<file path="config.mk">
export PLATFORM = sky130hd
export DESIGN_NAME = roulette_spin_driver
export DESIGN_NICKNAME = d
export VERILOG_FILES = /design/src/rtl/roulette_spin_driver.sv
export SDC_FILE = /design/constraint.sdc
export NUM_CORES = 1
export LEC_CHECK = 0
export BUFFER_PORTS_ARGS = -buffer_cell sky130_fd_sc_hd__buf_4
export CAP_MARGIN = 20
export CORE_ASPECT_RATIO = 2
export CORE_MARGIN = 2
export CORE_UTILIZATION = 35
export CTS_BUF_LIST = sky130_fd_sc_hd__clkbuf_4 sky130_fd_sc_hd__clkbuf_8
export DETAILED_ROUTE_END_ITERATION = 7
export SYNTH_ARGS = -nofsm -noshare
export SYNTH_HDL_FRONTEND = slang
export SYNTH_SLANG_ARGS = --single-unit
</file>
<file path="constraint.sdc">
create_clock -name clock -period 10.1 [get_ports clock]
set_clock_uncertainty 0.05 [all_clocks]
set_input_delay 2.02 -clock clock [delete_from_list [all_inputs] [get_ports clock]]
set_output_delay 2.02 -clock clock [all_outputs]
set_load 0.01 [all_outputs]
</file>
<file path="src/rtl/roulette_spin_driver.sv">
`default_nettype none
// ============================================================================
// Module      : roulette_spin_driver
// Description : Autonomous roulette spin animation with multiplexed LED group
//               decode. Optional HOLD blink enabled by ROULETTE_BLINK_EN.
// Revision    : 1.0 - initial release
// ============================================================================
module roulette_spin_driver #(
    parameter int NUM_LEDS    = 38,
    parameter int GROUPS      = 6,
    parameter int SEL_W       = 3,
    parameter int IDX_W       = 6,
    parameter int PERIOD_INIT = 4,
    parameter int PERIOD_INC  = 2,
    parameter int PERIOD_W    = 16,
    parameter int MIN_LAPS    = 1
`ifdef ROULETTE_BLINK_EN
    ,
    parameter int BLINK_LOG2  = 4
`endif
) (
    input  logic                      clock,
    input  logic                      reset,
    input  logic                      start,
    input  logic [IDX_W-1:0]          target,
    output logic [GROUPS*SEL_W-1:0]   mux_sel,
    output logic [IDX_W-1:0]          led_number,
    output logic                      busy,
    output logic                      done,
    output logic                      err
);

    localparam int                c_lpg    = (2 ** SEL_W) - 1;
    localparam int                c_laps_w = 8;
    localparam logic [IDX_W-1:0]  c_last   = IDX_W'(NUM_LEDS - 1);

    if (GROUPS * c_lpg < NUM_LEDS) begin : g_param_check
        $error("roulette_spin_driver: GROUPS*(2^SEL_W-1) must cover NUM_LEDS");
    end

    typedef enum logic [1:0] {
        S_IDLE   = 2'd0,
        S_SPIN   = 2'd1,
        S_SETTLE = 2'd2,
        S_HOLD   = 2'd3
    } state_t;

    state_t                    r_state,  w_state_nxt;
    logic [IDX_W-1:0]          r_pos,    w_pos_nxt;
    logic [IDX_W-1:0]          r_target, w_target_nxt;
    logic [PERIOD_W-1:0]       r_cnt,    w_cnt_nxt;
    logic [PERIOD_W-1:0]       r_period, w_period_nxt;
    logic [c_laps_w-1:0]       r_laps,   w_laps_nxt;
    logic [GROUPS*SEL_W-1:0]   r_mux,    w_mux_nxt;
    logic                      r_done,   w_done_nxt;
    logic                      r_err,    w_err_nxt;
    logic                      w_start_ok, w_step, w_wrap;
    logic [IDX_W-1:0]          w_pos_inc;
    logic [PERIOD_W:0]         w_psum;

`ifdef ROULETTE_BLINK_EN
    logic [BLINK_LOG2-1:0]     r_blink, w_blink_nxt;
`endif

    // Pocket i lights group i/LPG with code (i%LPG)+1; other groups dark.
    function automatic logic [GROUPS*SEL_W-1:0] f_decode(input logic [IDX_W-1:0] idx);
        logic [GROUPS*SEL_W-1:0] v;
        int                      grp;
        int                      code;
        v    = '0;
        grp  = 32'(idx) / c_lpg;
        code = (32'(idx) % c_lpg) + 1;
        for (int g = 0; g < GROUPS; g++) begin
            if (grp == g) v[g*SEL_W +: SEL_W] = SEL_W'(code);
        end
        return v;
    endfunction

    always_ff @(posedge clock or negedge reset) begin
        if (!reset) begin
            r_state  <= S_IDLE;
            r_pos    <= '0;
            r_target <= '0;
            r_cnt    <= '0;
            r_period <= PERIOD_W'(PERIOD_INIT);
            r_laps   <= '0;
            r_mux    <= '0;
            r_done   <= 1'b0;
            r_err    <= 1'b0;
        end else begin
            r_state  <= w_state_nxt;
            r_pos    <= w_pos_nxt;
            r_target <= w_target_nxt;
            r_cnt    <= w_cnt_nxt;
            r_period <= w_period_nxt;
            r_laps   <= w_laps_nxt;
            r_mux    <= w_mux_nxt;
            r_done   <= w_done_nxt;
            r_err    <= w_err_nxt;
        end
    end

`ifdef ROULETTE_BLINK_EN
    always_ff @(posedge clock or negedge reset) begin
        if (!reset) r_blink <= '0;
        else        r_blink <= w_blink_nxt;
    end
`endif

    always_comb begin
        w_state_nxt  = r_state;
        w_pos_nxt    = r_pos;
        w_target_nxt = r_target;
        w_cnt_nxt    = r_cnt;
        w_period_nxt = r_period;
        w_laps_nxt   = r_laps;
        w_done_nxt   = 1'b0;
        w_err_nxt    = 1'b0;
        w_start_ok   = start && (32'(target) < NUM_LEDS);
        w_step       = (r_cnt == r_period - PERIOD_W'(1));
        w_wrap       = w_step && (r_pos == c_last);
        w_pos_inc    = w_wrap ? '0 : r_pos + IDX_W'(1);
        w_psum       = {1'b0, r_period} + (PERIOD_W+1)'(PERIOD_INC);

        case (r_state)
            S_IDLE, S_HOLD: begin
                if (w_start_ok) begin
                    w_state_nxt  = S_SPIN;
                    w_pos_nxt    = '0;
                    w_cnt_nxt    = '0;
                    w_laps_nxt   = '0;
                    w_period_nxt = PERIOD_W'(PERIOD_INIT);
                    w_target_nxt = target;
                end else if (start) begin
                    w_err_nxt = 1'b1;
                end
            end
            default: begin
                if (w_step) begin
                    w_cnt_nxt = '0;
                    w_pos_nxt = w_pos_inc;
                    if (w_wrap) begin
                        w_laps_nxt   = (r_laps == '1) ? r_laps : r_laps + c_laps_w'(1);
                        w_period_nxt = w_psum[PERIOD_W] ? '1 : w_psum[PERIOD_W-1:0];
                    end
                end else begin
                    w_cnt_nxt = r_cnt + PERIOD_W'(1);
                end
                // SPIN only decides at a lap wrap; SETTLE lands on any matching step.
                if (r_state == S_SPIN) begin
                    if (w_wrap && (32'(w_laps_nxt) >= MIN_LAPS)) begin
                        if (w_pos_inc == r_target) begin
                            w_state_nxt = S_HOLD;
                            w_done_nxt  = 1'b1;
                        end else begin
                            w_state_nxt = S_SETTLE;
                        end
                    end
                end else if (w_step && (w_pos_inc == r_target)) begin
                    w_state_nxt = S_HOLD;
                    w_done_nxt  = 1'b1;
                end
            end
        endcase

`ifdef ROULETTE_BLINK_EN
        w_blink_nxt = ((w_state_nxt == S_HOLD) && (r_state != S_HOLD)) ? '0 : r_blink + BLINK_LOG2'(1);
`endif

        // Decode follows the next pos so mux_sel and led_number update together.
        case (w_state_nxt)
            S_IDLE: w_mux_nxt = '0;
            S_HOLD: begin
                w_mux_nxt = f_decode(w_target_nxt);
`ifdef ROULETTE_BLINK_EN
                if (w_blink_nxt[BLINK_LOG2-1]) w_mux_nxt = '0;
`endif
            end
            default: w_mux_nxt = f_decode(w_pos_nxt);
        endcase
    end

    assign mux_sel    = r_mux;
    assign led_number = r_pos;
    assign busy       = (r_state == S_SPIN) || (r_state == S_SETTLE);
    assign done       = r_done;
    assign err        = r_err;

endmodule
`default_nettype wire

</file>
==> results of run 1 <==
## worst paths after layout
check | from | endpoint | slack [ns] | cells past startpoint
setup / recovery | r_period[1]$_DFFE_PN0P_ | mux_sel[5]$_DFF_PN0_ | 1.90 | 27
hold / removal | r_laps[7]$_DFFE_PN0P_ | r_laps[7]$_DFFE_PN0P_ | 0.51 | 2
setup reg to reg | r_period[1]$_DFFE_PN0P_ | mux_sel[5]$_DFF_PN0_ | 1.90 | 27
hold reg to reg | r_laps[7]$_DFFE_PN0P_ | r_laps[7]$_DFFE_PN0P_ | 0.51 | 2
max in group asynchronous | reset | r_cnt[0]$_DFFE_PN0P_ | 7.63 | 1
min in group asynchronous | reset | mux_sel[15]$_DFF_PN0_ | 1.73 | 1
## flip-flops by register name, indices dropped and copies added (netlist names)
name and count:
r_state 2, done 1, err 1, mux_sel 18, r_laps 8, r_cnt 16
r_target 6, r_period 16, led_number 6
## power breakdown
part,internal (W),total [W],switching [W]
Clock,0.000126,0.000246,0.000120
Combinational,0.00000230,0.00000981,0.00000751
Sequential,0.000296,0.000296,0
Total,0.000425,0.000552,0.000128
## layer usage
layer	track usage, %	wire [µm]	vias up
li1	-	-	2434
met1	18.5	5530	2491
met2	39.9	9560	131
met3	3.67	581	49
met4	11.1	738	0
met5	0	0	-
## synthesized netlist by cell type (all sizes together), types with 3 or more instances
| master | instances | area [µm²] |
|---|---|---|
| ha | 17 | 213 |
| buf | 8 | 56.3 |
| inv | 26 | 100 |
| mux2i | 17 | 170 |
| a22o | 3 | 26.3 |
| mux2 | 10 | 116 |
| nor3 | 34 | 175 |
| nor2 | 56 | 210 |
| or2 | 6 | 40.0 |
| o22ai | 8 | 50.1 |
| xnor2 | 24 | 210 |
| dfrtp | 73 | 1830 |
| a31oi | 7 | 58.8 |
| o32ai | 8 | 77.6 |
| and2 | 4 | 25.0 |
| o31ai | 6 | 45.0 |
| or4 | 3 | 26.3 |
| clkbuf | 21 | 78.8 |
| a211oi | 6 | 45.0 |
| o211ai | 6 | 45.0 |
| a21oi | 29 | 156 |
| and3 | 14 | 87.6 |
| nand3 | 28 | 140 |
| xor2 | 18 | 158 |
| or3 | 11 | 68.8 |
| nor2b | 7 | 43.8 |
| nand4 | 9 | 56.3 |
| nand2b | 7 | 43.8 |
| o21ai | 54 | 274 |
| nand2 | 87 | 327 |
| o2bb2ai | 6 | 52.6 |
| o21a | 3 | 22.5 |
| nor4 | 5 | 37.5 |
## cell families (layout without fill, tap and decap cells)
kind of cell               Yosys count  count (layout)  synth area share, %
DFF                                 74              74                 33.9
and+or+nand+nor                    283             283                 25.4
adders and majority gates           18              18                 4.08
muxes                               27              27                 5.24
xor gates and xnor gates            42              42                 6.73
buffers and inverters               56              78                 4.37
AOI/OAI and AO/OA                  162             162                 20.3
## through the flow
step           worst slack, ns  instances
5_1_grt                   1.35        882
4_1_cts                   1.95        882
3_5_place_dp              1.87        866
3_3_place_gp              2.00        866
2_1_floorplan             2.86        662
6_report                  1.90        882
## critical path: stages (launching register included)
cell and delay, ns:
dfrtp_1 0.44, inv_1 0.10, ha_1 0.18, or4b_1 0.61, or4_4 0.55, a2111oi_4 0.40
nand3_1 0.16, nor4_2 0.55, mux2i_1 0.70, inv_1 0.21, ha_1 0.37, nand2b_1 0.25
nor3_1 0.07, a21oi_1 0.14, o21bai_1 0.07, ha_1 0.24, a21oi_1 0.17, o32ai_2 0.13
nor3_1 0.45, xnor2_1 0.17, ha_1 0.30, a21oi_4 0.37, mux2_2 0.39, ha_1 0.26
or2_2 0.29, o221ai_1 0.17, a32oi_1 0.12, o22ai_1 0.20
## layout make-up
cell class                 instances  area (µm²)
fill                            1544        9250
timing repair buffer              35         263
sequential                        74        1850
inverter                          27         104
multi-input combinational        532        3370
clock inverter                     4        51.3
tap                              198         248
clock buffer                      12         153
==> impl_metrics.ini, run 1 <==
[sta]
slew_viol_final = 0
fmax_ghz = 0.122
setup_tns_ns = 0
worstMarginPinSlew_ns = 0.966
min_period_ns = 8.20
min_period_over_period_pct = 81.2
finalSetupViolCount = 0
slew_headroom_pct = 35.6
hold_slack_ns = 0.506
rsz0062_at_grt = false
hold_viol = 0

[logic_synthesis]
synth_fp_nets = 688
ys_ff_latch = 74
synth.distinct_cells = 82
syn_area_per_cell_um2 = 8.25
synthCells = 662
dominantRegCellSynth = dfrtp_1
ys_seq_area_share_pct = 33.9
async_reset_ff_share_pct = 100
synth_edf_count = 0
synth_area_um2 = 5460
yosys_warnings = 0

[run_status]
status = complete, no violations

[clock_network]
cts_buffers = 9
postCtsSetupRepairBufs = 0
clk_pin_slew_worst_paths_ns = 0.08
htreeDepth = 3
clock_latency_ns = 0.39
cts_root_buffer = clkbuf_8
cts_max_path_buffers = 2
cts_resized = 0
cts_tree = built
cts_num_sinks = 74
hold_buffers = 0

[detailed_routing]
wl_um = 16400
drt_iter0_drc = 280
viasPerCell = 5.79
via_count = 5105
drc = 0
drtAntennaViolNets = 0
wl_per_cell_um = 18.6
dr.pass1.iters = 5

[final_layout]
drive_above_1_share_pct = 11.8
mostFrequentLayoutCells = nand2_1 (87), dfrtp_1 (73), nor2_1 (56)
area_growth_pct = 10.6
fin_area_um2 = 6040
nNetsFinal = 705
diodes = 0
final_common_cell = nand2_1
final_util_pct = 39.5

[global_routing]
grt_max_degree = 75
grt_use_total_pct = 20.2
antenna_found_initial = 0
grt_pass1_vias = 5207
gr-total-overflow = 0
grt_pass1_wl_um = 26200

[floorplan]
coreArea_um2 = 15300
io_pins = 36
dieArea_um2 = 16700
rows = 64
die_h_um = 181
initial_utilization_pct = 35.7
dieWidth_um = 92.4

[place]
gp_congestion = 0.896
place_area_um2 = 5840
portBuffers = 35
post-dp-hpwl_um = 12600

[pwr]
total_power_w = 0.000552
power.leakage_nw = 2.53
peakVddDrop_uv = 84.0
power.density_nw_per_um2 = 91.4

[setup_path]
cp.arrival_ns = 8.45
startpoint_type = flip-flop
end_kind = flip-flop
critPathKind = reg2reg
cp_max_fo = 14
required_ns = 10.35

[worst_hold_path]
hp-class = reg2reg

[run]
maxCapViolations = 0
No activity file was read; power rests on OpenSTA's default activity.
==> run 2, diff against run 1 <==
clock period = 7.3 ns   (was 10.1 ns; I/O delays follow)
==> run 2 against run 1 <==
  * Global-route usage grew 0.14 points
  * Combinational power rose by 61%
  * Utilization up 1.3 points
  * Cell area rose by 3.3%
  * Clock-buffer cell count is 2 lower
  * Setup slack got worse by 1.4 ns
  * Via count rose by 0.74%
  * Register-to-register slack got worse by 1.4 ns
  * Critical path type unchanged
  * Critical endpoint unchanged
==> impl_metrics.ini, run 2 (synthesis gave the netlist of run 1 again) <==
[setup_path]
cp_max_fo = 6
r2r_end = mux_sel[5]$_DFF_PN0_
r2r_cells = 25
ff2ff_setup_slack_ns = 0.48
critPathKind = reg2reg
rr_startpoint = r_period[1]$_DFFE_PN0P_
cp.arrival_ns = 7.04
startpoint_type = flip-flop
end_kind = flip-flop
required_ns = 7.53

[sta]
min_period_ns = 6.82
finalSetupViolCount = 0
slew_viol_final = 0
min_period_over_period_pct = 93.4
worstMarginPinSlew_ns = 0.857
slew_headroom_pct = 42.7
hold_viol = 0
fmax_ghz = 0.147

[worst_hold_path]
min_from = r_period[1]$_DFFE_PN0P_
min_to = r_period[1]$_DFFE_PN0P_
holdPathStages = 1
hp-class = reg2reg

[floorplan]
initial_utilization_pct = 35.7
coreArea_um2 = 15300
die_h_um = 181
rows = 64
dieWidth_um = 92.4
dieArea_um2 = 16700
io_pins = 36

[global_routing]
grt_pass1_vias = 5347
antenna_found_initial = 0
grt_max_degree = 75
gr-total-overflow = 0
grt_pass1_wl_um = 26500
grt_use_total_pct = 20.3

[detailed_routing]
via_count = 5143
drt_iter0_drc = 216
wl_um = 16400
drc = 0
wl_per_cell_um = 18.2
viasPerCell = 5.70
drtAntennaViolNets = 0
dr.pass1.iters = 4

[clock_network]
cts_max_path_buffers = 2
cts_tree = built
cts_root_buffer = clkbuf_8
cts_buffers = 9
clk_pin_slew_worst_paths_ns = 0.08
hold_buffers = 0
htreeDepth = 3
cts_num_sinks = 74
clock_latency_ns = 0.37

[pwr]
power.density_nw_per_um2 = 119
peakVddDrop_uv = 102
power.leakage_nw = 2.66

[final_layout]
final_util_pct = 40.8
area_growth_pct = 14.3
drive_above_1_share_pct = 15.5
final_common_cell = nand2_1
mostFrequentLayoutCells = nand2_1 (87), dfrtp_1 (73), nor2_1 (56)
nNetsFinal = 725
largest_reg_flops = 18
fin_area_um2 = 6240
diodes = 0

[run]
maxCapViolations = 0

[place]
portBuffers = 35
gp_congestion = 0.898
place_area_um2 = 5960
post-dp-hpwl_um = 12800

[run_status]
status = complete, no violations
## run 2: changes by cell type in the layout (fill, tap and decap cells not counted), moves of 2 or more
cell	change
buf_4	+19
clkinv_2	+3
ha_1	-2
ha_2	+2
## run 2: worst max-delay path by stage
stage                                 start                    end  slack [ns]  depth (start not counted)
finish              r_period[1]$_DFFE_PN0P_   mux_sel[5]$_DFF_PN0_        0.48                         25
global route        r_period[1]$_DFFE_PN0P_   mux_sel[5]$_DFF_PN0_      -0.004                         28
CTS                 r_period[1]$_DFFE_PN0P_  mux_sel[11]$_DFF_PN0_        0.22                         27
detailed placement  r_period[1]$_DFFE_PN0P_   mux_sel[5]$_DFF_PN0_        0.29                         27
global placement    r_period[1]$_DFFE_PN0P_   mux_sel[5]$_DFF_PN0_        0.46                         25
floorplan           r_period[1]$_DFFE_PN0P_   mux_sel[5]$_DFF_PN0_        0.28                         28
## run 2: power breakdown
group	internal, W	leakage [nW]	switching (W)
clock	0.000159	0.0992	0.000157
combinational	0.00000475	1.67	0.0000110
sequential	0.000410	0.890	0
## run 2: what timing repair did
| action | 4_1_cts | 5_1_grt |
|---|---|---|
| endpoints found under the setup margin | 0 | 11 |
| gates resized for setup | 0 | 10 |
| setup buffers | 0 | 3 |
## run 2: metrics by stage
step / setup slack [ns] / cells / TNS, ns / hold slack, ns / total power (W)
after global routing: -0.00405 / 902 / -0.00405 / 0.512 / 0.000772
after global placement: 0.459 / 882 / 0 / 0.464 / 0.000432
after CTS: 0.223 / 898 / 0 / 0.490 / 0.000751
final: 0.485 / 902 / 0 / 0.500 / 0.000742
after detailed placement: 0.293 / 882 / 0 / 0.478 / 0.000432
after floorplan: 0.283 / 662 / 0 / 0.444 / 0.000419
## run 2: routing by layer
metal  vias up  wire length (µm)  global-route usage (%)
met5         -                 0                       0
met2       118              9590                    40.6
met3        50               522                    3.21
met1      2505              5460                    18.3
li1       2470                 -                       -
met4         0               827                    11.9
## run 2: final cells by class
class	instances	area, µm²
fillers	1538	9050
flip-flops and latches	74	1850
repair buffers	55	433
clock inverters	6	57.6
well taps	198	248
clock buffers	10	131
inverters	27	104
multi-input cells	532	3420
## run 2: worst max-delay path, stage by stage, from the launching register on
cell and delay [ns]:
dfrtp_1 0.43, inv_1 0.10, ha_1 0.18, or4b_4 0.52, or4_4 0.52, a2111oi_4 0.37, nand3_2 0.16, nor4_4 0.31
mux2i_2 0.33, inv_1 0.14, ha_1 0.32, nand2b_1 0.17, buf_4 0.15, nand2_1 0.05, or3_1 0.30, and4_1 0.24
o21a_1 0.23, a22oi_1 0.30, o21ai_1 0.26, a21oi_4 0.19, mux2_2 0.35, ha_1 0.25, or2_2 0.28, o221ai_1 0.21
a32oi_2 0.10, o22ai_1 0.19
==> run 3, diff against run 2 <==
clock period = 5.6 ns   (was 7.3 ns; I/O delays follow)
==> run 3 against run 2 <==
  * The run now ends with negative setup slack left
  * Via count is 10% higher
  * Sequential power is 30% higher
  * Utilization is 7.7 points higher
  * Register-to-register slack worse by 0.99 ns
  * Largest power group is now clock
  * Combinational power is 36% higher
  * Total power is 52% higher
  * First-iteration DRC count is 41% higher
  * Final cell count is 12% higher
  * Global-route usage is 2.8 points higher
  * Worst hold slack better by 0.0098 ns
==> impl_metrics.ini, run 3 (synthesis gave the netlist of run 1 again) <==
[final_layout]
drive_above_1_share_pct = 31.7
final_common_cell = buf_4
final_util_pct = 48.5
area_growth_pct = 35.8
largest_reg_flops = 18
mostFrequentLayoutCells = buf_4 (161), nand2_1 (86), dfrtp_1 (73)
nNetsFinal = 832
diodes = 0

[global_routing]
grt_pass1_vias = 6080
grt_pass1_wl_um = 30100
gr-total-overflow = 0
grt_max_degree = 75
grt_use_total_pct = 23.1
antenna_found_initial = 0

[sta]
fmax_ghz = 0.164
hold_viol = 0
worstMarginPinSlew_ns = 0.980
slew_viol_final = 0
fin_ws_ns = -0.505
min_period_ns = 6.11
finalSetupViolCount = 12
rsz0062_at_grt = true
min_period_over_period_pct = 109
setup_tns_ns = -4.08
slew_headroom_pct = 34.6

[detailed_routing]
via_count = 5671
drtAntennaViolNets = 0
wl_per_cell_um = 18.5
wl_um = 18600
drt_iter0_drc = 305
drc = 0
dr.pass1.iters = 5
viasPerCell = 5.62

[place]
portBuffers = 35
gp_congestion = 0.936
post-dp-hpwl_um = 14600

[run_status]
status = complete, but fails checks
violations = negative setup slack

[floorplan]
die_h_um = 181
io_pins = 36
coreArea_um2 = 15300
dieWidth_um = 92.4
dieArea_um2 = 16700
rows = 64
initial_utilization_pct = 35.7

[worst_hold_path]
hp-class = reg2reg

[pwr]
total_power_w = 0.00113
peakVddDrop_uv = 120
power.density_nw_per_um2 = 152
power.leakage_nw = 3.25

[setup_path]
crit_slowest_cell = or4b_4
cp_max_fo = 5
ff2ff_setup_slack_ns = -0.51
critPathKind = reg2reg
cp_num_buf_inv = 4
startpoint_type = flip-flop
required_ns = 5.79
path_delay_family = compound AO/OA/AOI/OAI gates
path_common_cell = ha_4
cp.arrival_ns = 6.29
end_kind = flip-flop
critPathMaxStageDelay_ns = 0.45

[clock_network]
htreeDepth = 3
cts_root_buffer = clkbuf_8
clock_latency_ns = 0.37
cts_buffers = 9
cts_max_path_buffers = 2
clk_pin_slew_worst_paths_ns = 0.09
cts_tree = built
cts_num_sinks = 74

[run]
maxCapViolations = 0
## run 3: cell types whose count changed in the layout (fill, tap and decap cells not counted), sizes merged
cell,before,now
inv,26,25
clkinv,5,3
buf,55,162
clkinvlp,1,0
clkbuf,10,11
bufinv,1,4
## run 3: layer usage
layer	GRT usage, %	wire length (µm)	share of wire, %
met1	20.1	5820	31
met2	44.8	10700	58
met3	3.00	582	3.1
met4	18.5	1470	7.9
met5	0	0	0
## run 3: repair_timing
action / 4_1_cts / 5_1_grt
setup buffers: 4 / 3
resized for setup: 21 / 23
pin swaps: 18 / 18
hold buffers: 0 / 0
cloned: 0 / 0
setup endpoints to repair: 17 / 18
## run 3: final cells by class
type                       instances  area [µm²]
clock buffer                      11         145
fill                            1469        7870
clock inverter                     5         125
sequential                        74        1850
timing repair buffer             162        1220
inverter                          27         106
tap                              198         248
multi-input combinational        532        3720
## run 3: report_power, final
group / switching [W] / total (W) / internal, W
combinational: 0.0000147 / 0.0000215 / 0.00000684
sequential: 0 / 0.000534 / 0.000534
clock: 0.000213 / 0.000571 / 0.000358
total: 0.000228 / 0.00113 / 0.000898
## run 3: final timing paths
path                                          from                       end  depth (start not counted)
setup reg to reg           r_period[1]$_DFFE_PN0P_     mux_sel[17]$_DFF_PN0_                         29
max in group asynchronous                    reset  r_period[10]$_DFFE_PN0P_                          1
min in group asynchronous                    reset     r_laps[6]$_DFFE_PN0P_                          1
hold reg to reg               r_cnt[8]$_DFFE_PN0P_      r_cnt[8]$_DFFE_PN0P_                          1
setup / recovery           r_period[1]$_DFFE_PN0P_     mux_sel[17]$_DFF_PN0_                         29
hold / removal                r_cnt[8]$_DFFE_PN0P_      r_cnt[8]$_DFFE_PN0P_                          1
## run 3: stage by stage
step	std cells	setup WS (ns)	hold WS (ns)	cell area (µm²)
5_1_grt	1009	-0.800	0.528	7420
6_report	1009	-0.505	0.510	7420
2_1_floorplan	662	-0.844	0.444	5620
3_5_place_dp	986	-0.715	0.491	6890
4_1_cts	1006	-0.447	0.509	7280
3_3_place_gp	986	-0.485	0.467	6890
## run 3: worst reg2reg max path: cells and delay by family (launching register included)
| kind | cells | cell delay (ns) |
|---|---|---|
| AO/OA/AOI/OAI | 9 | 1.47 |
| multiplexers | 2 | 0.61 |
| AND/OR/NAND/NOR | 6 | 1.29 |
| adder cells (fa/ha/maj) | 5 | 1.04 |
| flip-flops | 1 | 0.41 |
| XOR/XNOR | 3 | 0.56 |
| buffers and inverters | 4 | 0.53 |
